### src/rtl/snn_pkg.sv
// Shared constants and types for the SNN input path and classifier core.
package snn_pkg;

  localparam int IMG_BITS = 784;
  localparam int DIGIT_W  = 4;

  typedef enum logic [2:0] {
    IDLE,
    UNPACK,
    WAIT_BYTE,
    START,
    WAIT_DONE
  } loader_state_t;

endpackage

### src/rtl/snn_byte_unpacker.sv
// Serialises received bytes LSB-first, with a one-entry hold register that
// absorbs a byte arriving while the previous one is still being unpacked.
module snn_byte_unpacker (
  input  logic       clk,
  input  logic       rst_n,
  input  logic [7:0] rx_data,
  input  logic       rx_rdy,
  input  logic       load_en,
  input  logic       drop_en,
  input  logic       clr_ovr,
  input  logic       img_end,
  output logic       bit_out,
  output logic       bit_vld,
  output logic       byte_last,
  output logic       hold_vld,
  output logic       overrun
);

  logic [7:0] shift_q;
  logic [7:0] hold_q;
  logic [2:0] bit_cnt;
  logic       busy;

  assign bit_out   = shift_q[0];
  assign bit_vld   = busy;
  assign byte_last = busy && (bit_cnt == 3'd7);

  always_ff @(posedge clk or negedge rst_n) begin
    if (!rst_n) begin
      shift_q  <= '0;
      hold_q   <= '0;
      bit_cnt  <= '0;
      busy     <= 1'b0;
      hold_vld <= 1'b0;
      overrun  <= 1'b0;
    end else if (busy) begin
      shift_q <= shift_q >> 1;
      bit_cnt <= bit_cnt + 3'd1;
      if (bit_cnt == 3'd7) begin
        if (img_end) begin
          // Anything pending when the image completes has nowhere to go.
          busy     <= 1'b0;
          hold_vld <= 1'b0;
          if (hold_vld || rx_rdy) overrun <= 1'b1;
        end else if (hold_vld) begin
          shift_q  <= hold_q;
          hold_vld <= 1'b0;
          if (rx_rdy) overrun <= 1'b1;
        end else if (rx_rdy) begin
          // Byte lands in the empty hold slot and is consumed the same edge,
          // so it goes straight to the shifter with no gap cycle.
          shift_q <= rx_data;
        end else begin
          busy <= 1'b0;
        end
      end else if (rx_rdy) begin
        if (hold_vld) begin
          overrun <= 1'b1;
        end else begin
          hold_q   <= rx_data;
          hold_vld <= 1'b1;
        end
      end
    end else if (rx_rdy) begin
      if (load_en) begin
        shift_q <= rx_data;
        bit_cnt <= '0;
        busy    <= 1'b1;
        if (clr_ovr) overrun <= 1'b0;
      end else if (drop_en) begin
        overrun <= 1'b1;
      end
    end
  end

endmodule

### src/rtl/snn_input_loader.sv
// Loads one image into the 1-bit input RAM from the UART byte stream, then
// hands off to snn_core and captures its classification.
module snn_input_loader #(
  parameter int IMG_BITS   = snn_pkg::IMG_BITS,
  parameter int ADDR_WIDTH = 10
) (
  input  logic                         clk,
  input  logic                         rst_n,
  input  logic [7:0]                   rx_data,
  input  logic                         rx_rdy,
  input  logic                         core_done,
  input  logic [snn_pkg::DIGIT_W-1:0]  core_digit,
  output logic [ADDR_WIDTH-1:0]        ram_addr,
  output logic                         ram_data,
  output logic                         ram_we,
  output logic                         load_active,
  output logic                         core_start,
  output logic [snn_pkg::DIGIT_W-1:0]  digit,
  output logic                         digit_vld,
  output logic                         overrun
);

  import snn_pkg::*;

  localparam logic [ADDR_WIDTH:0] LAST_ADDR = (ADDR_WIDTH+1)'(IMG_BITS - 1);

  loader_state_t         state;
  logic [ADDR_WIDTH:0]   addr_cnt;
  logic                  bit_out;
  logic                  bit_vld;
  logic                  byte_last;
  logic                  hold_vld;
  logic                  img_end;
  logic                  load_en;
  logic                  drop_en;
  logic                  clr_ovr;

  assign img_end     = (addr_cnt == LAST_ADDR);
  assign load_en     = (state == IDLE) || (state == WAIT_BYTE);
  assign drop_en     = (state == START) || (state == WAIT_DONE);
  assign clr_ovr     = (state == IDLE);
  assign load_active = load_en || (state == UNPACK);
  assign ram_addr    = addr_cnt[ADDR_WIDTH-1:0];
  assign ram_data    = bit_out;
  assign ram_we      = bit_vld;

  snn_byte_unpacker u_unpacker (
    .clk       (clk),
    .rst_n     (rst_n),
    .rx_data   (rx_data),
    .rx_rdy    (rx_rdy),
    .load_en   (load_en),
    .drop_en   (drop_en),
    .clr_ovr   (clr_ovr),
    .img_end   (img_end),
    .bit_out   (bit_out),
    .bit_vld   (bit_vld),
    .byte_last (byte_last),
    .hold_vld  (hold_vld),
    .overrun   (overrun)
  );

  always_ff @(posedge clk or negedge rst_n) begin
    if (!rst_n) begin
      state      <= IDLE;
      addr_cnt   <= '0;
      core_start <= 1'b0;
      digit      <= '0;
      digit_vld  <= 1'b0;
    end else begin
      core_start <= 1'b0;
      digit_vld  <= 1'b0;
      case (state)
        IDLE: begin
          addr_cnt <= '0;
          if (rx_rdy) state <= UNPACK;
        end
        UNPACK: begin
          addr_cnt <= addr_cnt + 1'b1;
          if (byte_last) begin
            if (img_end) begin
              state      <= START;
              core_start <= 1'b1;
            end else if (!(hold_vld || rx_rdy)) begin
              state <= WAIT_BYTE;
            end
          end
        end
        WAIT_BYTE: begin
          if (rx_rdy) state <= UNPACK;
        end
        START: begin
          state <= WAIT_DONE;
        end
        WAIT_DONE: begin
          if (core_done) begin
            digit     <= core_digit;
            digit_vld <= 1'b1;
            addr_cnt  <= '0;
            state     <= IDLE;
          end
        end
        default: state <= IDLE;
      endcase
    end
  end

endmodule

### config.mk
export PLATFORM = sky130hd
export DESIGN_NAME = snn_input_loader
export DESIGN_NICKNAME = d
export VERILOG_FILES = /design/src/rtl/snn_pkg.sv /design/src/rtl/snn_byte_unpacker.sv /design/src/rtl/snn_input_loader.sv
export SDC_FILE = /design/constraint.sdc
export NUM_CORES = 1
export LEC_CHECK = 0
export CAP_MARGIN = 20
export CORE_MARGIN = 4
export CORE_UTILIZATION = 54
export CTS_CLUSTER_SIZE = 28
export DETAILED_ROUTE_END_ITERATION = 16
export PLACE_DENSITY_LB_ADDON = 0.25
export SLEW_MARGIN = 15
export SYNTH_ARGS = -nofsm -noshare
export SYNTH_HDL_FRONTEND = slang
export SYNTH_SLANG_ARGS = --single-unit
### constraint.sdc
create_clock -name clk -period 2.1 [get_ports clk]
set_input_delay 0.21 -clock clk [delete_from_list [all_inputs] [get_ports clk]]
set_output_delay 0.21 -clock clk [all_outputs]
set_load 0.1 [all_outputs]
==> flow_results.org <==
** Timing
- Summed over all failing endpoints, the final setup total negative slack is 0 ns.
- At the pin with the least slew margin, the transition time is between 0.5 and 0.6 ns.
- Final setup violating endpoints :: 0
- Worst slack on hold paths :: between 0.4 and 0.5 ns
- The final hold violation count came to 0.
- After layout, the worst path uses between 80% and 90% of the clock period.
- For this run, the top clock speed supported by timing is 0.588 GHz.
- Counting I/O delays and the setup requirement, the final critical path takes between 1.5 and 2 ns.
- Normalized max-slew margin :: 65.3%
- Across the routed clock network, the largest skew measured is 0.00345 ns.
- RSZ-0062 raised after global routing :: false
- The final-report max-slew violation count is 0.

** Floorplan
- Ports :: 36
- The initialized floorplan defines 23 standard-cell rows.
- The total area inside the core boundary comes to 4120 sq um.
- Effective utilization at floorplan :: 57.7%
- Die width :: 74.3 um
- The floorplan step defined a die boundary enclosing 5520 sq um.
- Chip height :: ~74 um

** Worst setup path
- Of all nets on the critical path, the largest fanout is 10.
- Cell count of the worst reg-to-reg path :: 4
- STA classifies the critical path endpoint as a flip-flop.
- Data on the critical path is required at its endpoint by 2.28 ns.
- Slack of the worst reg-to-reg path :: around 0.4 ns
- The worst setup path is of the flip-flop to flip-flop kind.
- Arrival time of data at the critical path endpoint :: 1.88 ns
- STA classifies the critical path startpoint as a flip-flop.

** Clock network
- Clock tree buffer depth :: 2
- The number of setup buffers added after CTS is 0.
- The number of clock buffers added by TritonCTS is 5.
- TritonCTS built the clock tree.
- Clock-pin slew was measured on the worst setup and hold paths at 0.08 ns.
- The tree is rooted in a sky130_fd_sc_hd__clkbuf_8.
- The tree built by TritonCTS fans out to 42 sinks.
- The H-tree generated during clock tree synthesis spans 2 levels.
- At the later pin of the worst-skew pair, clock insertion delay measures ~0.29 ns.

** Synth
- Post-synthesis net count :: between 200 and 300
- The synthesized netlist devotes a little over a fifth of its cell area to compound gates.
- Average cell area after synthesis :: between 10 and 15 sq um
- The synthesized netlist devotes 1.58% of its cell area to adder and majority cells.
- Largest family of logic cells by synthesized area :: compound AO/OA/AOI/OAI gates
- Summing the areas of all xor and xnor instances in the mapped netlist gives approximately 2.2% of the synthesized area.
- Yosys mapped a number of flops with a built-in enable equal to 0.
- Synthesized flop and latch total :: 42
- Netlist area before placement :: 2370 sq um
- Prevailing post-synth register cell :: sky130_fd_sc_hd__dfrtp_1
- Sequential cell area fraction in the yosys report :: approximately 44%
- Yosys printed 0 warnings.
- Of the post-synthesis cell area, the part taken by muxes is between 4 and 5%.
- Post-synthesis simple-gate area fraction :: between 15 and 20%
- After synthesis, the netlist uses 46 different library cells.
- Of all flip-flops after synthesis, the portion carrying an async set or reset was 100%.
- Number of instances in the synthesized netlist :: between 200 and 250

** Global routing
- The first global-routing pass estimated 8240 um of wire.
- GRT overflow :: 0
- Global routing used 19.4% of the available tracks across all layers.
- Vias in the first global route :: roughly 1700
- Entering global routing, the biggest net connects 23 pins.
- Number of antenna violations at the first check in global routing :: 0

** Routing
- Total via count in the routed design :: between 1500 and 2000
- In the final routed layout, each cell accounts on average for between 10 and 15 um.
- The detail route stage leaves a number of antenna-violating nets equal to 0.
- Summed over all layers, the routed wires come to 4690 um.
- Drt via density :: 5.53
- The detailed router finished its first iteration with 93 violations.
- Residual DRC count :: 0
- The pre-antenna-repair detailed-routing pass consisted of 4 iterations.

** Power
- Power spread over the standard cell area amounts to approximately 1400 nW/um^2.
- After layout, the design draws a total of 3890 uW.
- The worst-case IR drop observed on VDD is approximately 1.2 mV.
- In this run the static leakage power is roughly 0.0012 uW.

** Finish
- The final layout contains ~280 nets.
- Ratio of cells with drive above 1 in the final layout :: 20.9%
- The multi-input combinational cells in the finished layout cover a total of ~1100 sq um.
- Fill cells :: about 320
- Summing all flip-flop and latch instances after layout gives approximately 1100 sq um.
- Once layout is done, the placed cells without fillers occupy ~2800 sq um.
- Final cell utilization of the core :: roughly 69%
- Antenna cell count :: 0
- Area added between synthesis and finish :: 19.1%

** Placed design
- Detailed placement finished with a half-perimeter wire length of about 3400 um.
- Port Buffer Count :: 35
- The congestion estimate from routability-driven global placement came to 0.809.
- Summing all placed instances gives a cell area of around 2700 sq um.

** Min path
- Hold/Removal Path Class :: primary input to async pin

** Run status
- Outcome :: completed

** Run
- Max-cap violations in this run came to 0.
-- registers in the layout, summed over array words and instances (netlist names) --
| register | flops |
|---|---|
| addr_cnt | 11 |
| u_unpacker.hold_q | 8 |
| u_unpacker.shift_q | 8 |
| digit | 4 |
| state | 3 |
| u_unpacker.bit_cnt | 3 |
| core_start | 1 |
| digit_vld | 1 |
| u_unpacker.bit_vld | 1 |
| u_unpacker.hold_vld | 1 |
| u_unpacker.overrun | 1 |
-- layer usage --
metal | GRT usage (%) | share of wire (%) | vias up
met4 | 4.74 | 0.51 | 0
met5 | 0 | 0 | -
met3 | 5.27 | 5.8 | 2
met1 | 28.7 | 50 | 813
met2 | 28.3 | 43 | 37
li1 | - | - | 880
-- final cells by class --
cell class                 count  area share (%)
clock buffer                   8            3.90
inverter                      10            1.33
multi-input combinational    155            40.1
sequential                    42            37.2
tap                           50            2.21
timing repair buffer          48            15.3
-- worst paths after layout --
| kind | start | endpoint |
|---|---|---|
| setup reg to reg | state[0] | addr_cnt[10] |
| setup / recovery | state[0] | addr_cnt[10] |
| hold / removal | rst_n | addr_cnt[6] |
| hold reg to reg | digit[0] | digit[0] |
| max in group asynchronous | rst_n | u_unpacker.hold_q[4] |
| min in group clk | digit[0] | digit[0] |
-- logic make-up (layout without fill, tap and decap cells) --
family / count (synthesis) / count (layout)
xor+xnor: 6 / 6
simple gates: 71 / 71
compound gates: 65 / 65
flops: 42 / 42
fa+ha+maj: 3 / 3
buf+inv: 35 / 66
mux: 10 / 10
-- per-stage QoR --
| stage | instances | worst slack (ns) |
|---|---|---|
| 5_1_grt | 313 | 0.256 |
| 3_3_place_gp | 304 | 0.287 |
| 3_5_place_dp | 304 | 0.263 |
| 2_1_floorplan | 232 | 0.147 |
| 6_report | 313 | 0.400 |
| 4_1_cts | 313 | 0.403 |
-- Yosys cell counts (2+ instances only) --
cell type / instances / area share, %
sky130_fd_sc_hd__a22o_1: 4 / 1.5
sky130_fd_sc_hd__o21ai_1: 8 / 1.7
sky130_fd_sc_hd__nand2b_1: 2 / 0.53
sky130_fd_sc_hd__nor2_1: 13 / 2.1
sky130_fd_sc_hd__nor3b_1: 2 / 0.63
sky130_fd_sc_hd__nor2b_1: 17 / 4.5
sky130_fd_sc_hd__a31oi_1: 7 / 1.8
sky130_fd_sc_hd__nand2_1: 19 / 3.0
sky130_fd_sc_hd__mux2_2: 2 / 0.95
sky130_fd_sc_hd__nand4_1: 2 / 0.53
sky130_fd_sc_hd__xnor2_1: 6 / 2.2
sky130_fd_sc_hd__a2111oi_2: 2 / 1.3
sky130_fd_sc_hd__nor3_1: 2 / 0.42
sky130_fd_sc_hd__dfrtp_1: 42 / 44
sky130_fd_sc_hd__buf_6: 2 / 0.95
sky130_fd_sc_hd__a31o_1: 2 / 0.74
sky130_fd_sc_hd__and3_1: 2 / 0.53
sky130_fd_sc_hd__clkbuf_1: 7 / 1.1
sky130_fd_sc_hd__mux2i_1: 2 / 0.84
sky130_fd_sc_hd__buf_2: 5 / 1.1
sky130_fd_sc_hd__a211o_1: 7 / 2.6
sky130_fd_sc_hd__inv_1: 10 / 1.6
sky130_fd_sc_hd__nand3_1: 3 / 0.63
sky130_fd_sc_hd__buf_4: 11 / 3.5
sky130_fd_sc_hd__mux2_1: 6 / 2.8
sky130_fd_sc_hd__ha_1: 3 / 1.6
sky130_fd_sc_hd__a21o_1: 2 / 0.63
sky130_fd_sc_hd__a211oi_1: 17 / 5.4
sky130_fd_sc_hd__and3b_1: 2 / 0.74
sky130_fd_sc_hd__a21oi_1: 7 / 1.5
-- cell usage in the layout (no fill, tap or decap), types with 8 or more instances in the layout --
cell type and count:
sky130_fd_sc_hd__o21ai_1 8, sky130_fd_sc_hd__clkbuf_8 8, sky130_fd_sc_hd__buf_4 29, sky130_fd_sc_hd__clkdlybuf4s50_1 14, sky130_fd_sc_hd__a211oi_1 17, sky130_fd_sc_hd__nor2_1 13
sky130_fd_sc_hd__nand2_1 19, sky130_fd_sc_hd__dfrtp_1 42, sky130_fd_sc_hd__inv_1 10, sky130_fd_sc_hd__nor2b_1 17
-- critical path: stages (launching register included) --
cell                        delay (ns)
sky130_fd_sc_hd__dfrtp_1          0.50
sky130_fd_sc_hd__nand2b_4         0.24
sky130_fd_sc_hd__a2111oi_4        0.40
sky130_fd_sc_hd__nand3_1          0.13
sky130_fd_sc_hd__mux2_1           0.31
-- where the power goes --
group	total [uW]	switching, uW	internal (uW)
sequential	1350	266	1090
clock	608	276	332
combinational	1930	1230	699
-- timing repair --
action / 4_1_cts / 5_1_grt
hold buffers: 1 / 0
gates resized for setup: 0 / 0
hold endpoints to repair: 20 / 0
Power figures use the tool's default switching activity.
==> RTL edit: new RTL, config.mk and constraints unchanged <==
Change the parameter `ADDR_WIDTH` from 10 to 9.
--- a/src/rtl/snn_input_loader.sv
+++ b/src/rtl/snn_input_loader.sv
@@ -2,7 +2,7 @@
 // hands off to snn_core and captures its classification.
 module snn_input_loader #(
   parameter int IMG_BITS   = snn_pkg::IMG_BITS,
-  parameter int ADDR_WIDTH = 10
+  parameter int ADDR_WIDTH = 9
 ) (
   input  logic                         clk,
   input  logic                         rst_n,
Ports: changed (resized ram_addr); port bits go from 36 to 35. The function was not compared with the original's and may differ.
==> RTL edit against the unedited design <==
Routed wire length increased by 2.1%; count of clock-buffer cells in the layout fell by 1; clock skew increased by 0.0087 ns; sequential cell count is 1 lower; global-route usage is 0.86 points higher; fmax down 16%; area after synthesis shrank 10%; total power is 6.6% lower; combinational power is 9% lower; sequential share of layout area increased by 2.7 points; core utilization grew 0.067 points; worst setup slack lost 0.32 ns; design area shrank 8.9%.
==> RTL edit: results (changes against the unedited design) <==
Status
  – Status: finished clean (unchanged)

Global route
  – Global-route wire length before repair: 8.07 mm (was 8.24 mm)
  – Pin count of the biggest net entering global routing: 21 (was 23)
  – Vias in the first global route: 1,755 (was 1,709)
  – GRT Resource Usage Total: 0.202 (was 0.194)

Power and ir drop
  – Sw Ratio: 0.455 (was 0.456)
  – Worst vdd ir: 0.000803 V (was 0.00117 V)
  – Leakage: 1.11 nW (was 1.23 nW)

Timing
  – Post-Route Skew: 0.0121 ns (was 0.00345 ns)
  – Worst-margin pin slew: 0.642 ns (was 0.521 ns)

Synth
  – Commonest cells in the synthesized netlist: dfrtp_1, o21ai_0, nand2_1 (was dfrtp_1, nand2_1, a211oi_1, nor2b_1, nor2_1)
  – Synth unique cells: 50 (was 46)
  – Sequential-to-total area share from yosys stat: 0.482 (was 0.443)
  – Synth area leaders: dfrtp_1, mux2_2, o21ai_0 (was dfrtp_1, a211oi_1, nor2b_1)
  – Net Count, Synth: 223 (was 251)
  – Asr flop ratio synth: 1.00 (unchanged)

Route
  – Vias/cell: 5.91 (was 5.53)
  – Initial DRC count: 103 (was 93)
  – DR WL/cell: 16.6 um (was 15.0 um)

Clock tree
  – Clock Path Buffers: 2 (unchanged)

Worst setup path
  – Crit-path max cell delay: 0.57 ns (was 0.50 ns)
  – Worst path slowest cell: or4_4 (was dfrtp_1)
  – Cell family with most CP delay: simple AND/OR/NAND/NOR gates (was flip-flops)
  – WP data arrival: 2.18 ns (was 1.88 ns)
  – Crit Path Max Fanout: 7 (was 10)

Layout
  – Top flop regs: addr_cnt x10, u_unpacker.hold_q x8, u_unpacker.shift_q x8 (was addr_cnt x11, u_unpacker.hold_q x8, u_unpacker.shift_q x8)
  – Fillers: 299 (was 319)
  – Final Net Count: 258 (was 281)
  – Layout cells sized above 1: 0.254 (was 0.209)

Placement
  – Post-detail-place hpwl: 3.60 mm (was 3.36 mm)
  – Final GP Congestion: 0.856 (was 0.809)
  – Port Buffers: 34 (was 35)
  – Pre-CTS setup slack: 0.115 ns (was 0.263 ns)
RTL edit: cells by family after synthesis:
family | Yosys count | share of synthesized area
adders and majority gates | 3 | 0.0176
xor gates and xnor gates | 3 | 0.0123
and+or+nand+nor | 52 | 0.132
muxes | 18 | 0.0917
DFF | 41 | 0.482
buffers and inverters | 29 | 0.0688
AOI/OAI and AO/OA | 58 | 0.196
RTL edit: routing by layer:
metal	wire length, um	global-route usage	vias up
met3	233	0.0526	4
met1	2070	0.250	838
li1	-	-	814
met2	2420	0.344	45
met5	0	0	-
met4	59	0.0689	0
RTL edit: power groups by stage:
stage	Combinational, mW	Sequential, mW	Clock (mW)
2_1_floorplan	1.27	1.40	0
3_3_place_gp	1.70	1.30	0
3_5_place_dp	1.77	1.32	0
4_1_cts	1.77	1.30	0.579
5_1_grt	1.90	1.34	0.619
6_report	1.76	1.31	0.568
RTL edit: final timing paths:
kind,from,end,slack [ns],cells past startpoint
min in group clk,u_unpacker.hold_q[5]$_DFFE_PN0P_,u_unpacker.shift_q[5]$_DFFE_PN0P_,0.50,2
worst min register to register,u_unpacker.hold_q[5]$_DFFE_PN0P_,u_unpacker.shift_q[5]$_DFFE_PN0P_,0.50,2
worst max register to register,addr_cnt[6]$_DFFE_PN0P_,u_unpacker.shift_q[2]$_DFFE_PN0P_,0.08,4
worst min-delay path,rst_n,u_unpacker.shift_q[6]$_DFFE_PN0P_,0.38,2
worst max-delay path,addr_cnt[6]$_DFFE_PN0P_,u_unpacker.shift_q[2]$_DFFE_PN0P_,0.08,4
max in group asynchronous,rst_n,addr_cnt[3]$_DFFE_PN0P_,1.14,3
RTL edit: final cells by class:
cell class | instances | area, um2 | share of cell area
tap | 48 | 60.1 | 0.0233
clock buffer | 7 | 96.3 | 0.0374
sequential | 41 | 1030 | 0.399
clock inverter | 1 | 5.00 | 0.00194
multi-input combinational | 134 | 960 | 0.373
inverter | 10 | 37.5 | 0.0146
timing repair buffer | 47 | 388 | 0.151
RTL edit: per-stage QoR:
step / cells / cell area [um2]
after floorplan: 204 / 2130
after global placement: 279 / 2460
after detailed placement: 279 / 2460
after CTS: 288 / 2570
after global routing: 288 / 2570
final: 288 / 2570
RTL edit: repair_timing:
| item | CTS | global route |
|---|---|---|
| setup buffers | 0 | 0 |
| endpoints found under the hold margin | 18 | 0 |
| endpoints found under the setup margin | 0 | 0 |
| hold buffers | 1 | 0 |
